--- src/rtl/lsu_apb_master.sv ---
`default_nettype none
// ============================================================================
// Module  : lsu_apb_master
// Purpose : APB initiator for the LSU. Turns one outstanding load/store
//           request into an APB setup/access transfer with byte strobes,
//           lane-replicated write data and an access-phase timeout.
// Revision: 1.0 - initial release
// ============================================================================
module lsu_apb_master #(
  parameter int ADDR_W  = 32,
  parameter int TIMEOUT = 16
) (
  input  logic              clk_i,
  input  logic              rst_ni,
  input  logic              req_valid_i,
  output logic              req_ready_o,
  input  logic              req_we_i,
  input  logic [ADDR_W-1:0] req_addr_i,
  input  logic [31:0]       req_wdata_i,
  input  logic [2:0]        req_funct3_i,
  output logic              rsp_valid_o,
  output logic [31:0]       rsp_rdata_o,
  output logic              rsp_err_o,
  output logic              psel_o,
  output logic              penable_o,
  output logic              pwrite_o,
  output logic [ADDR_W-1:0] paddr_o,
  output logic [31:0]       pwdata_o,
  output logic [3:0]        pstrb_o,
  output logic [2:0]        pfunct_code_o,
  input  logic [31:0]       prdata_i,
  input  logic              pready_i,
  input  logic              pslverr_i
);

  typedef enum logic [1:0] {
    ST_IDLE   = 2'd0,
    ST_SETUP  = 2'd1,
    ST_ACCESS = 2'd2
  } state_e;

  localparam logic [7:0] TIMEOUT_C = 8'(TIMEOUT);

  state_e             state_q, state_d;
  logic [7:0]         cnt_q, cnt_d;
  logic               pwrite_q, pwrite_d;
  logic [ADDR_W-1:0]  paddr_q, paddr_d;
  logic [31:0]        pwdata_q, pwdata_d;
  logic [3:0]         pstrb_q, pstrb_d;
  logic [2:0]         pfunct_q, pfunct_d;
  logic               rsp_valid_q, rsp_valid_d;
  logic               rsp_err_q, rsp_err_d;
  logic [31:0]        rsp_rdata_q, rsp_rdata_d;

  logic               req_ok;
  logic               f3_legal;
  logic               misaligned;
  logic [3:0]         strb_new;
  logic [31:0]        wdata_new;
  logic [7:0]         cnt_inc;

  // Decode the incoming request: legality, alignment, strobes and lane data.
  // funct3[1:0] alone selects the access size once illegal codes are excluded.
  always_comb begin
    f3_legal   = 1'b0;
    misaligned = 1'b0;
    strb_new   = 4'h0;
    wdata_new  = req_wdata_i;
    unique case (req_funct3_i)
      3'b000, 3'b001, 3'b010, 3'b100, 3'b101: f3_legal = 1'b1;
      default:                                f3_legal = 1'b0;
    endcase
    unique case (req_funct3_i[1:0])
      2'b00: begin
        strb_new  = 4'b0001 << req_addr_i[1:0];
        wdata_new = {4{req_wdata_i[7:0]}};
      end
      2'b01: begin
        misaligned = req_addr_i[0];
        strb_new   = 4'b0011 << req_addr_i[1:0];
        wdata_new  = {2{req_wdata_i[15:0]}};
      end
      default: begin
        misaligned = |req_addr_i[1:0];
        strb_new   = 4'hF;
        wdata_new  = req_wdata_i;
      end
    endcase
    if (!req_we_i) begin
      strb_new = 4'h0;
    end
    req_ok = f3_legal && !misaligned;
  end

  assign cnt_inc = cnt_q + 8'd1;

  // Next-state and next-register logic for the transfer FSM.
  always_comb begin
    state_d     = state_q;
    cnt_d       = cnt_q;
    pwrite_d    = pwrite_q;
    paddr_d     = paddr_q;
    pwdata_d    = pwdata_q;
    pstrb_d     = pstrb_q;
    pfunct_d    = pfunct_q;
    rsp_valid_d = 1'b0;
    rsp_err_d   = rsp_err_q;
    rsp_rdata_d = rsp_rdata_q;
    unique case (state_q)
      ST_IDLE: begin
        if (req_valid_i) begin
          if (req_ok) begin
            state_d  = ST_SETUP;
            cnt_d    = 8'd0;
            pwrite_d = req_we_i;
            paddr_d  = req_addr_i;
            pwdata_d = wdata_new;
            pstrb_d  = strb_new;
            pfunct_d = req_funct3_i;
          end else begin
            // Rejected requests never reach the bus; answer next cycle.
            rsp_valid_d = 1'b1;
            rsp_err_d   = 1'b1;
            rsp_rdata_d = 32'h0;
          end
        end
      end
      ST_SETUP: begin
        state_d = ST_ACCESS;
      end
      ST_ACCESS: begin
        // Ready is checked first so it wins over a simultaneous timeout.
        if (pready_i) begin
          state_d     = ST_IDLE;
          rsp_valid_d = 1'b1;
          rsp_err_d   = pslverr_i;
          rsp_rdata_d = (pwrite_q || pslverr_i) ? 32'h0 : prdata_i;
        end else if (cnt_inc == TIMEOUT_C) begin
          state_d     = ST_IDLE;
          rsp_valid_d = 1'b1;
          rsp_err_d   = 1'b1;
          rsp_rdata_d = 32'h0;
        end else begin
          cnt_d = cnt_inc;
        end
      end
      default: begin
        state_d = ST_IDLE;
      end
    endcase
  end

  // State and datapath registers with asynchronous active-low reset.
  always_ff @(posedge clk_i or negedge rst_ni) begin
    if (!rst_ni) begin
      state_q     <= ST_IDLE;
      cnt_q       <= 8'd0;
      pwrite_q    <= 1'b0;
      paddr_q     <= '0;
      pwdata_q    <= 32'h0;
      pstrb_q     <= 4'h0;
      pfunct_q    <= 3'b000;
      rsp_valid_q <= 1'b0;
      rsp_err_q   <= 1'b0;
      rsp_rdata_q <= 32'h0;
    end else begin
      state_q     <= state_d;
      cnt_q       <= cnt_d;
      pwrite_q    <= pwrite_d;
      paddr_q     <= paddr_d;
      pwdata_q    <= pwdata_d;
      pstrb_q     <= pstrb_d;
      pfunct_q    <= pfunct_d;
      rsp_valid_q <= rsp_valid_d;
      rsp_err_q   <= rsp_err_d;
      rsp_rdata_q <= rsp_rdata_d;
    end
  end

  assign req_ready_o   = (state_q == ST_IDLE);
  assign psel_o        = (state_q == ST_SETUP) || (state_q == ST_ACCESS);
  assign penable_o     = (state_q == ST_ACCESS);
  assign pwrite_o      = pwrite_q;
  assign paddr_o       = paddr_q;
  assign pwdata_o      = pwdata_q;
  assign pstrb_o       = pstrb_q;
  assign pfunct_code_o = pfunct_q;
  assign rsp_valid_o   = rsp_valid_q;
  assign rsp_err_o     = rsp_err_q;
  assign rsp_rdata_o   = rsp_rdata_q;

endmodule
`default_nettype wire

--- config.mk ---
export PLATFORM = sky130hd
export DESIGN_NAME = lsu_apb_master
export DESIGN_NICKNAME = d
export VERILOG_FILES = /design/src/rtl/lsu_apb_master.sv
export SDC_FILE = /design/constraint.sdc
export NUM_CORES = 1
export LEC_CHECK = 0
export BUFFER_PORTS_ARGS = -buffer_cell sky130_fd_sc_hd__buf_2
export CAP_MARGIN = 10
export CORE_MARGIN = 8
export CORE_UTILIZATION = 49
export CTS_BUF_LIST = sky130_fd_sc_hd__clkbuf_4 sky130_fd_sc_hd__clkbuf_8
export DETAILED_ROUTE_END_ITERATION = 16
export PLACE_DENSITY = 0.82
export RECOVER_POWER = 50
export SYNTH_ARGS = -nofsm -noshare
export SYNTH_HDL_FRONTEND = slang
export SYNTH_SLANG_ARGS = --single-unit
--- constraint.sdc ---
create_clock -name clk_i -period 2.4 [get_ports clk_i]
set_input_delay 0.24 -clock clk_i [delete_from_list [all_inputs] [get_ports clk_i]]
set_output_delay 0.24 -clock clk_i [all_outputs]
set_load 0.02 [all_outputs]
# Yosys cells after proc, flatten, opt, wreduce, memory -nomap -nowiden
# Index checks and enable logic that the tools add are counted.
[totals]
inputBits = 105
reg_bits = 116
word_cells = 72
out_inout_bits = 109
[classes]
n_shift = 2
addsub = 1
eq_ne = 14
reduce_logical = 14
muxes = 31
[op_table]
columns = ["operator", "count"]
rows = [
  ["$mux 32", 5],
  ["$pmux 32 s2", 2],
  ["$mux 8", 4],
  ["$pmux 8 s2", 1],
  ["$mux 1", 9],
  ["$add 8x1->8 const B", 1],
  ["$eq 8x5->1 const B", 1],
  ["$mux 2", 4],
  ["$ne 2x2->1 const B", 4],
  ["$pmux 4 s2", 1],
  ["$eq 3x3->1 const B", 2],
  ["$pmux 1 s2", 3],
  ["$pmux 2 s3", 1],
  ["$reduce_and 3->1", 2],
  ["$reduce_and 5->1", 1],
  ["$reduce_or 5->1", 1],
  ["$eq 2x1->1 const B", 2],
  ["$logic_not 2->1", 2],
  ["$mux 4", 1],
  ["$reduce_and 4->1", 1],
  ["$shl 1x2->4 const A", 1],
  ["$shl 2x2->4 const A", 1],
  ["$eq 3x1->1 const B", 1],
  ["$eq 3x2->1 const B", 1],
  ["other kinds (9)", 10],
]

# Depth between registers and ports, before layout
# Gate-level depths: netlist of the first run.
[depth]
depth_word = 7
depth_mapped = 9
depth_no_buf = 7

# Least setup slack after synthesis of the first run
# OpenSTA, ideal clock, no wires.
[synth_path]
path_type = "register to register"
startpoint = "register state_q[0]"
endpoint = "register rsp_rdata_q[10], in the netlist rsp_rdata_o[10]"
path_slack_ns = 0.135
n_path_buf = 2
path_stages_with_launch = 10
t_required_ns = 2.279
setup_ns = 0.121
arrival_time_ns = 2.144
cell_sequence = "dfrtp_1 -> inv_1 -> ha_1 -> buf_2 -> inv_1 -> or4b_1 -> o21ai_1 -> o21ai_2 -> buf_6 -> a22o_1"
[synth_between]
elab_chain_cells = 3
[synth_rtl]
columns = ["element", "line", "rtl"]
rows = [
  ["from (decl)", "44", "state_e state_q, state_d;"],
  ["from (signal assigned)", "167", "state_q <= state_d;"],
  ["$logic_not 2->1 *", "--", ""],
  ["via req_ready_o", "16", "output logic req_ready_o,"],
  ["$ne 2x2->1 (no source line) / $reduce_bool 2->1 (equally long branches)", "--", ""],
  ["$reduce_and 4->1 (no source line)", "--", ""],
  ["to (signal assigned)", "176", "rsp_rdata_q <= rsp_rdata_d;"],
  ["to (decl)", "53", "logic [31:0] rsp_rdata_q, rsp_rdata_d;"],
]
# The timed path passes the listed nets; every way through them passes the cells marked *.
# A chain may end at the register's enable or synchronous reset.

# Worst setup path after layout of the first run
[layout_path]
startpoint = "register state_q[0]"
endpoint = "register rsp_rdata_q[5], in the netlist rsp_rdata_o[5]"
[layout_between]
elab_chain_cells = 3
[layout_rtl]
columns = ["element", "line", "rtl"]
rows = [
  ["$eq 2x2->1 / $logic_not 2->1 (equally long branches)", "109", "unique case (state_q)"],
  ["$ne 3x1->1 (no source line) (tied with other cells)", "--", ""],
  ["$reduce_and 4->1 (no source line)", "--", ""],
]
# Several ways; a longest one is shown, not always the timed one.

==> flow_metrics.env, run 1 <==
export IMPL_drcViolationCount=0
export IMPL_synth_common_cells="dfrtp_1 (116), mux2_2 (44), o21ai_0 (42)"
export IMPL_start_kind="register"
export IMPL_power_frac_seq=0.381
export IMPL_cts_buffer_depth=2
export IMPL_syn_inst=412
export IMPL_grt_max_degree=69
export IMPL_powerDensity_nw_per_um2=1240
export IMPL_p_sw_frac=0.396
export IMPL_drt_pre_antenna_iters=4
export IMPL_cap_violations=0
export IMPL_die_area_sq_um=13700
export IMPL_leakage_uw=0.00317
export IMPL_power_frac_comb=0.373
export IMPL_yosysTopAreaCell="dfrtp_1"
export IMPL_grt_pass1_wl_mm=20.9
export IMPL_drt_vias_per_instance=5.26
export IMPL_grtUsageMet1=0.230
export IMPL_syn_area_sq_um=5010
export IMPL_root_buffer="clkbuf_8"
export IMPL_r2r_end="rsp_rdata_o[5]"
export IMPL_area_delta_synth_final_pct=32.1
export IMPL_cts_buffers=17
export IMPL_cts_tree="done"
export IMPL_cts_sinks=116
export IMPL_diodes=0
export IMPL_clk_pin_slew_ns=0.08
export IMPL_avgSynthCellArea_sq_um=12.2
export IMPL_core_area_sq_um=10100
export IMPL_grtUsageMet2=0.322
export IMPL_crit_path_end="rsp_rdata_o[5]"
export IMPL_worstHoldPathType="primary input to register"
export IMPL_wl_per_cell_um=17.5
export IMPL_cts_setup_buffers=0
export IMPL_synthArstFlopShare=1.00
export IMPL_io_buffers=213
export IMPL_ys_flop_type="dfrtp_1"
export IMPL_yosysSeqAreaShare=0.579
export IMPL_reg2reg_from="state_q[0]"
export IMPL_tightest_slew_ns=1.40
export IMPL_yosysMostFrequentCell="dfrtp_1"
export IMPL_seqCellArea_sq_um=2900
export IMPL_grt_usage=0.197
export IMPL_drt_total_wl_mm=13.7
export IMPL_synth_top_area_frac=0.579
export IMPL_start_util=0.495
export IMPL_report_final_slew_viol_count=0
export IMPL_multi_input_area_sq_um=1960
export IMPL_slew_limit_headroom=0.0666
export IMPL_synth_cell_types=45
export IMPL_synth_edff_count=0
export IMPL_grtUsageMet3=0.0847
export IMPL_hold_viol_final=0
export IMPL_clkPwrFrac=0.247
export IMPL_max_freq_mhz=447
export IMPL_worstSetupEndpointType="register"
export IMPL_worstPathRequired_ns=2.70
export IMPL_arrival_ns=2.54
export IMPL_htree_levels=4
export IMPL_period_needed_ns=2.24
export IMPL_ir_drop_mv=0.697
export IMPL_grt_pass1_vias=4174
export IMPL_r2r_cells=7
export IMPL_p_sw_uw=3240
export IMPL_tns_ns=0
export IMPL_drive_gt1_frac=0.365
export IMPL_critPathKind="register to register"
export IMPL_grt_busiest_layer="met2"
export IMPL_synth_seq_cells=116
export IMPL_worst_slack_ns=0.163
export IMPL_power_uw=8190
export IMPL_fp_row_count=37
export IMPL_yosys_top_cells_area="dfrtp_1 (58%), mux2_2 (9.9%), a22o_1 (5.8%)"
export IMPL_grt_overflow=0
export IMPL_clk_latency_ns=0.42
export IMPL_synthesis_nets=521
export IMPL_reg2reg_slack_ns=0.16
export IMPL_fin_crit_sh=0.932
export IMPL_ys_warn_count=0
export IMPL_skew_ns=0.0113
export IMPL_fillers=837
export IMPL_die_y_um=117
export IMPL_antenna_left=0
export IMPL_p_int_uw=4950
export IMPL_layout_nets=740
export IMPL_crit_start="state_q[0]"
export IMPL_place_ws_ns=0.0595
export IMPL_vias=4101
export IMPL_die_x_um=117
export IMPL_worst_path_max_fanout=32
export IMPL_rsz0062_at_grt="false"
export IMPL_ios=214
export IMPL_place_hpwl_mm=10.2
export IMPL_drt_initial_drc_count=223
export IMPL_antenna_found_initial=0
export IMPL_routabilityCongestion=0.842
export IMPL_status="complete, no violations"
export IMPL_setup_violations=0
==> routing by layer <==
layer  vias to the layer above  share of wire  wire, um
li1                       1942              -         -
met1                      1962           0.39      5310
met2                       180           0.49      6680
met3                        17           0.11      1500
met4                         0          0.014       190
met5                         -              0         0
==> sequential cells by signal (all words and copies together) (netlist names) <==
name,cells
cnt_q,8
paddr_o,32
pfunct_code_o,3
pstrb_o,4
pwdata_o,32
pwrite_o,1
rsp_err_o,1
rsp_rdata_o,32
rsp_valid_o,1
state_q,2
==> cell usage in the layout, fill, tap and decap left out, drive strengths merged, types with 2 or more instances in the layout <==
master and count:
mux2 44, clkinvlp 3, ha 4, a211oi 3, or4b 3, nand3 4, bufinv 4, a22o 33
nand3b 4, a21oi 14, dfrtp 116, inv 9, nand2 39, and2 2, or3 2, mux2i 24
o21ai 46, nor2 16, clkbuf 94, nor2b 2, a21boi 2, buf 150, o211ai 3, clkinv 3
nor4 4
==> per-stage QoR <==
stage	cells	util	hold slack [ns]	area (sq um)
3_5_place_dp	746	0.614	0.340	6230
2_1_floorplan	412	-	-0.0556	5010
4_1_cts	779	0.660	0.00896	6700
3_3_place_gp	746	0.614	0.328	6230
5_1_grt	780	0.653	0.0176	6620
6_report	780	0.653	0.0377	6620
==> power by group through the flow <==
stage / clock network [uW] / logic, uW / registers [uW]
floorplan: 0 / 1100 / 3990
global placement: 0 / 3150 / 3080
detailed placement: 0 / 3220 / 3120
CTS: 2070 / 3230 / 3100
global route: 2150 / 3300 / 3210
finish: 2020 / 3050 / 3120
==> final cells by class <==
cell class | instances | area share
well taps | 136 | 0.0257
repair buffers | 226 | 0.167
clock buffers | 19 | 0.0395
inverters | 6 | 0.00340
multi-input cells | 264 | 0.297
flip-flops and latches | 116 | 0.438
clock inverters | 13 | 0.0295
==> how the worst min path moves through the flow <==
stage                        start              end  depth (start not counted)
global route        req_addr_i[22]      paddr_o[22]                          2
detailed placement          rst_ni  rsp_rdata_o[16]                          1
finish                 prdata_i[4]   rsp_rdata_o[4]                          2
floorplan                   rst_ni         cnt_q[0]                          0
CTS                    prdata_i[4]   rsp_rdata_o[4]                          2
global placement            rst_ni  rsp_rdata_o[11]                          1
==> kinds of logic (layout without fill, tap and decap cells) <==
family          after synthesis  count (layout)  share of synthesized area
compound gates              109             109                      0.149
flops                       116             116                      0.579
mux                          68              68                      0.147
xor+xnor                      1               1                    0.00175
simple gates                 82              82                     0.0816
buf+inv                      32             264                     0.0314
fa+ha+maj                     4               4                    0.00998
==> timing repair <==
item | 4_1_cts | 5_1_grt
resized for setup | 0 | 1
endpoints found under the hold margin | 53 | 0
hold buffers | 1 | 0
setup endpoints to repair | 0 | 32
==> critical path: stages (launching register included) <==
cell and delay (ns):
dfrtp_1 0.39, inv_1 0.10, ha_1 0.38, buf_4 0.23, inv_1 0.11, o21ai_1 0.34, o21ai_4 0.30, a22o_1 0.27
Power figures use the tool's default switching activity.
==> inputs of run 2 (changes only) <==
--- a/config.mk
+++ b/config.mk
@@ -5,10 +5,11 @@
 export SDC_FILE = /design/constraint.sdc
 export NUM_CORES = 1
 export LEC_CHECK = 0
+export ABC_AREA = 1
 export BUFFER_PORTS_ARGS = -buffer_cell sky130_fd_sc_hd__buf_2
 export CAP_MARGIN = 10
 export CORE_MARGIN = 8
-export CORE_UTILIZATION = 49
+export CORE_UTILIZATION = 50
 export CTS_BUF_LIST = sky130_fd_sc_hd__clkbuf_4 sky130_fd_sc_hd__clkbuf_8
 export DETAILED_ROUTE_END_ITERATION = 16
 export PLACE_DENSITY = 0.82
==> run 2 against run 1 <==
The flow now finishes with violations (max-capacitance violations, max-slew violations). Non-clock buffer count rose by 18. Final area rose by 6.5%. Combinational power down 1%. Die area grew 4.1%. Critical path depth grew 3. Register-to-register slack better by 0.12 ns. Clock power barely moved. Total power fell by 1.8%. Sequential share of layout area fell by 2.7 points. Synthesized cell count is 59% higher. Clock-buffer cell count is 3 higher.
==> flow_metrics.env, run 2 <==
export IMPL_fillers=947
export IMPL_grt_pass1_vias=5192
export IMPL_dpl_cell_area_sq_um=6480
export IMPL_die_x_um=120
export IMPL_diodes=0
export IMPL_grt_max_degree=117
export IMPL_tightest_slew_ns=1.54
export IMPL_worst_slack_ns=0.286
export IMPL_grt_usage=0.221
export IMPL_yosys_top_cells_area="dfrtp_1 (54%), nand2_1 (19%), nand4_1 (4.6%)"
export IMPL_seqCellArea_sq_um=2900
export IMPL_die_area_sq_um=14300
export IMPL_cts_tree="done"
export IMPL_root_buffer="clkbuf_8"
export IMPL_report_final_slew_viol_count=117
export IMPL_routabilityCongestion=0.887
export IMPL_synthMuxAreaShare=0
export IMPL_die_y_um=120
export IMPL_area_delta_synth_final_pct=31.6
export IMPL_io_buffers=213
export IMPL_drive_gt1_frac=0.236
export IMPL_cap_violations=1
export IMPL_drt_initial_drc_count=492
export IMPL_cts_sinks=116
export IMPL_fin_crit_sh=0.881
export IMPL_synth_adder_area_share=0.00934
export IMPL_synthesis_nets=763
export IMPL_wl_per_cell_um=15.1
export IMPL_synth_seq_cells=116
export IMPL_layout_nets=991
export IMPL_fp_row_count=38
export IMPL_hold_viol_final=0
export IMPL_status="complete, but fails checks"
export IMPL_synth_compound_area_frac=0.0705
export IMPL_synthSimpleGateAreaFrac=0.295
export IMPL_ios=214
export IMPL_worstPathRequired_ns=2.70
export IMPL_drcViolationCount=0
export IMPL_cts_setup_buffers=0
export IMPL_final_cell_mix="nand2_1 (267), buf_2 (158), dfrtp_1 (116), nor2_1 (54), clkbuf_1 (54)"
export IMPL_rsz0062_at_grt="false"
export IMPL_arrival_ns=2.42
export IMPL_drt_vias_per_instance=4.92
export IMPL_violations="max-capacitance violations, max-slew violations"
export IMPL_synth_top_area_frac=0.542
export IMPL_worstHoldPathType="primary input to register"
export IMPL_yosysSeqAreaShare=0.542
export IMPL_avgSynthCellArea_sq_um=8.19
export IMPL_grt_overflow=0
export IMPL_clk_latency_ns=0.42
export IMPL_place_ws_ns=0.352
export IMPL_clk_pin_slew_ns=0.07
export IMPL_skew_ns=0.00954
export IMPL_leakage_uw=0.00393
export IMPL_final_common_cell="nand2_1"
export IMPL_start_util=0.503
export IMPL_whs_ns=0.0237
export IMPL_antenna_left=0
export IMPL_drt_total_wl_mm=15.7
export IMPL_synth_xor_area_share=0.00327
export IMPL_cts_buffers=17
export IMPL_min_from="req_addr_i[8]"
export IMPL_yosysMostFrequentCell="nand2_1"
export IMPL_yosysTopAreaCell="dfrtp_1"
export IMPL_synth_cell_types=31
export IMPL_slew_limit_headroom=-0.0296
export IMPL_multi_input_area_sq_um=2030
export IMPL_worst_path_max_fanout=33
export IMPL_vias=5091
export IMPL_syn_inst=654
export IMPL_crit_start="cnt_q[0]"
export IMPL_design_area_sq_um=7050
export IMPL_grt_pass1_wl_mm=25.6
export IMPL_place_hpwl_mm=11.0
export IMPL_post_cts_resize_count=0
export IMPL_start_kind="register"
export IMPL_worstSetupEndpointType="register"
export IMPL_max_freq_mhz=473
export IMPL_powerDensity_nw_per_um2=1140
export IMPL_antenna_found_initial=0
export IMPL_synthArstFlopShare=1.00
export IMPL_cts_buffer_depth=2
export IMPL_synth_common_cells="nand2_1 (267), dfrtp_1 (116), nor2_1 (54)"
export IMPL_ys_warn_count=0
export IMPL_tns_ns=0
export IMPL_setup_violations=0
export IMPL_syn_area_sq_um=5360
export IMPL_ir_drop_mv=0.659
export IMPL_drt_pre_antenna_iters=5
export IMPL_synth_top_family_by_area="simple AND/OR/NAND/NOR gates"
export IMPL_critPathKind="register to register"
export IMPL_synth_edff_count=0
export IMPL_core_area_sq_um=10700
export IMPL_htree_levels=4
export IMPL_reg2reg_from="cnt_q[0]"
export IMPL_period_needed_ns=2.11
export IMPL_ys_flop_type="dfrtp_1"
==> run 2: metrics by stage <==
step | instances | utilization | total power [uW]
after floorplan | 654 | - | 4970
after global placement | 983 | 0.609 | 6050
after detailed placement | 983 | 0.609 | 6120
after CTS | 1034 | 0.670 | 8190
after global routing | 1034 | 0.662 | 8550
final | 1034 | 0.662 | 8050
==> run 2: area by class of cell <==
| class | count | share of cell area |
|---|---|---|
| clock buffer | 22 | 0.0421 |
| sequential | 116 | 0.412 |
| tap | 140 | 0.0248 |
| inverter | 50 | 0.0266 |
| multi-input combinational | 453 | 0.288 |
| clock inverter | 9 | 0.0213 |
| timing repair buffer | 244 | 0.186 |
==> run 2: kinds of logic after synthesis <==
family,Yosys count
DFF,116
and+or+nand+nor,379
adders and majority gates,4
buffers and inverters,85
xor gates and xnor gates,2
AOI/OAI and AO/OA,68
==> run 2: worst max-delay path, stage by stage (launching register included) <==
cell and delay (ns):
dfrtp_1 0.41, ha_1 0.21, nand3_1 0.13, o21ai_1 0.16, nand2_1 0.09, nor2_2 0.15, nand3_2 0.10, nand2_4 0.17
nand3_4 0.33, nand2_1 0.18, nand2_1 0.07
==> run 2: worst paths after layout <==
check	slack, ns	to	cells past startpoint
min in group asynchronous	0.89	rsp_rdata_o[5]	3
setup reg to reg	0.29	rsp_rdata_o[28]	10
setup / recovery	0.29	rsp_rdata_o[28]	10
max in group asynchronous	0.56	paddr_o[20]	3
hold reg to reg	0.47	rsp_rdata_o[0]	2
hold / removal	0.02	paddr_o[8]	3
==> run 2: per-layer routing <==
metal / track usage / up-vias / routed length [um]
met3: 0.0911 / 20 / 1570
li1: - / 2526 / -
met4: 0.0781 / 0 / 257
met1: 0.256 / 2347 / 6330
met2: 0.362 / 198 / 7500
met5: 0 / - / 0
==> run 2: what timing repair did <==
| item | 4_1_cts | 5_1_grt |
|---|---|---|
| endpoints found under the hold margin | 135 | 0 |
| setup endpoints to repair | 0 | 0 |
| hold buffers | 20 | 0 |
==> run 2: power breakdown <==
group          total, uW  switching [uW]  internal, uW
Combinational       3010            2110           900
Clock               2020             771          1240
Sequential          3020             394          2620
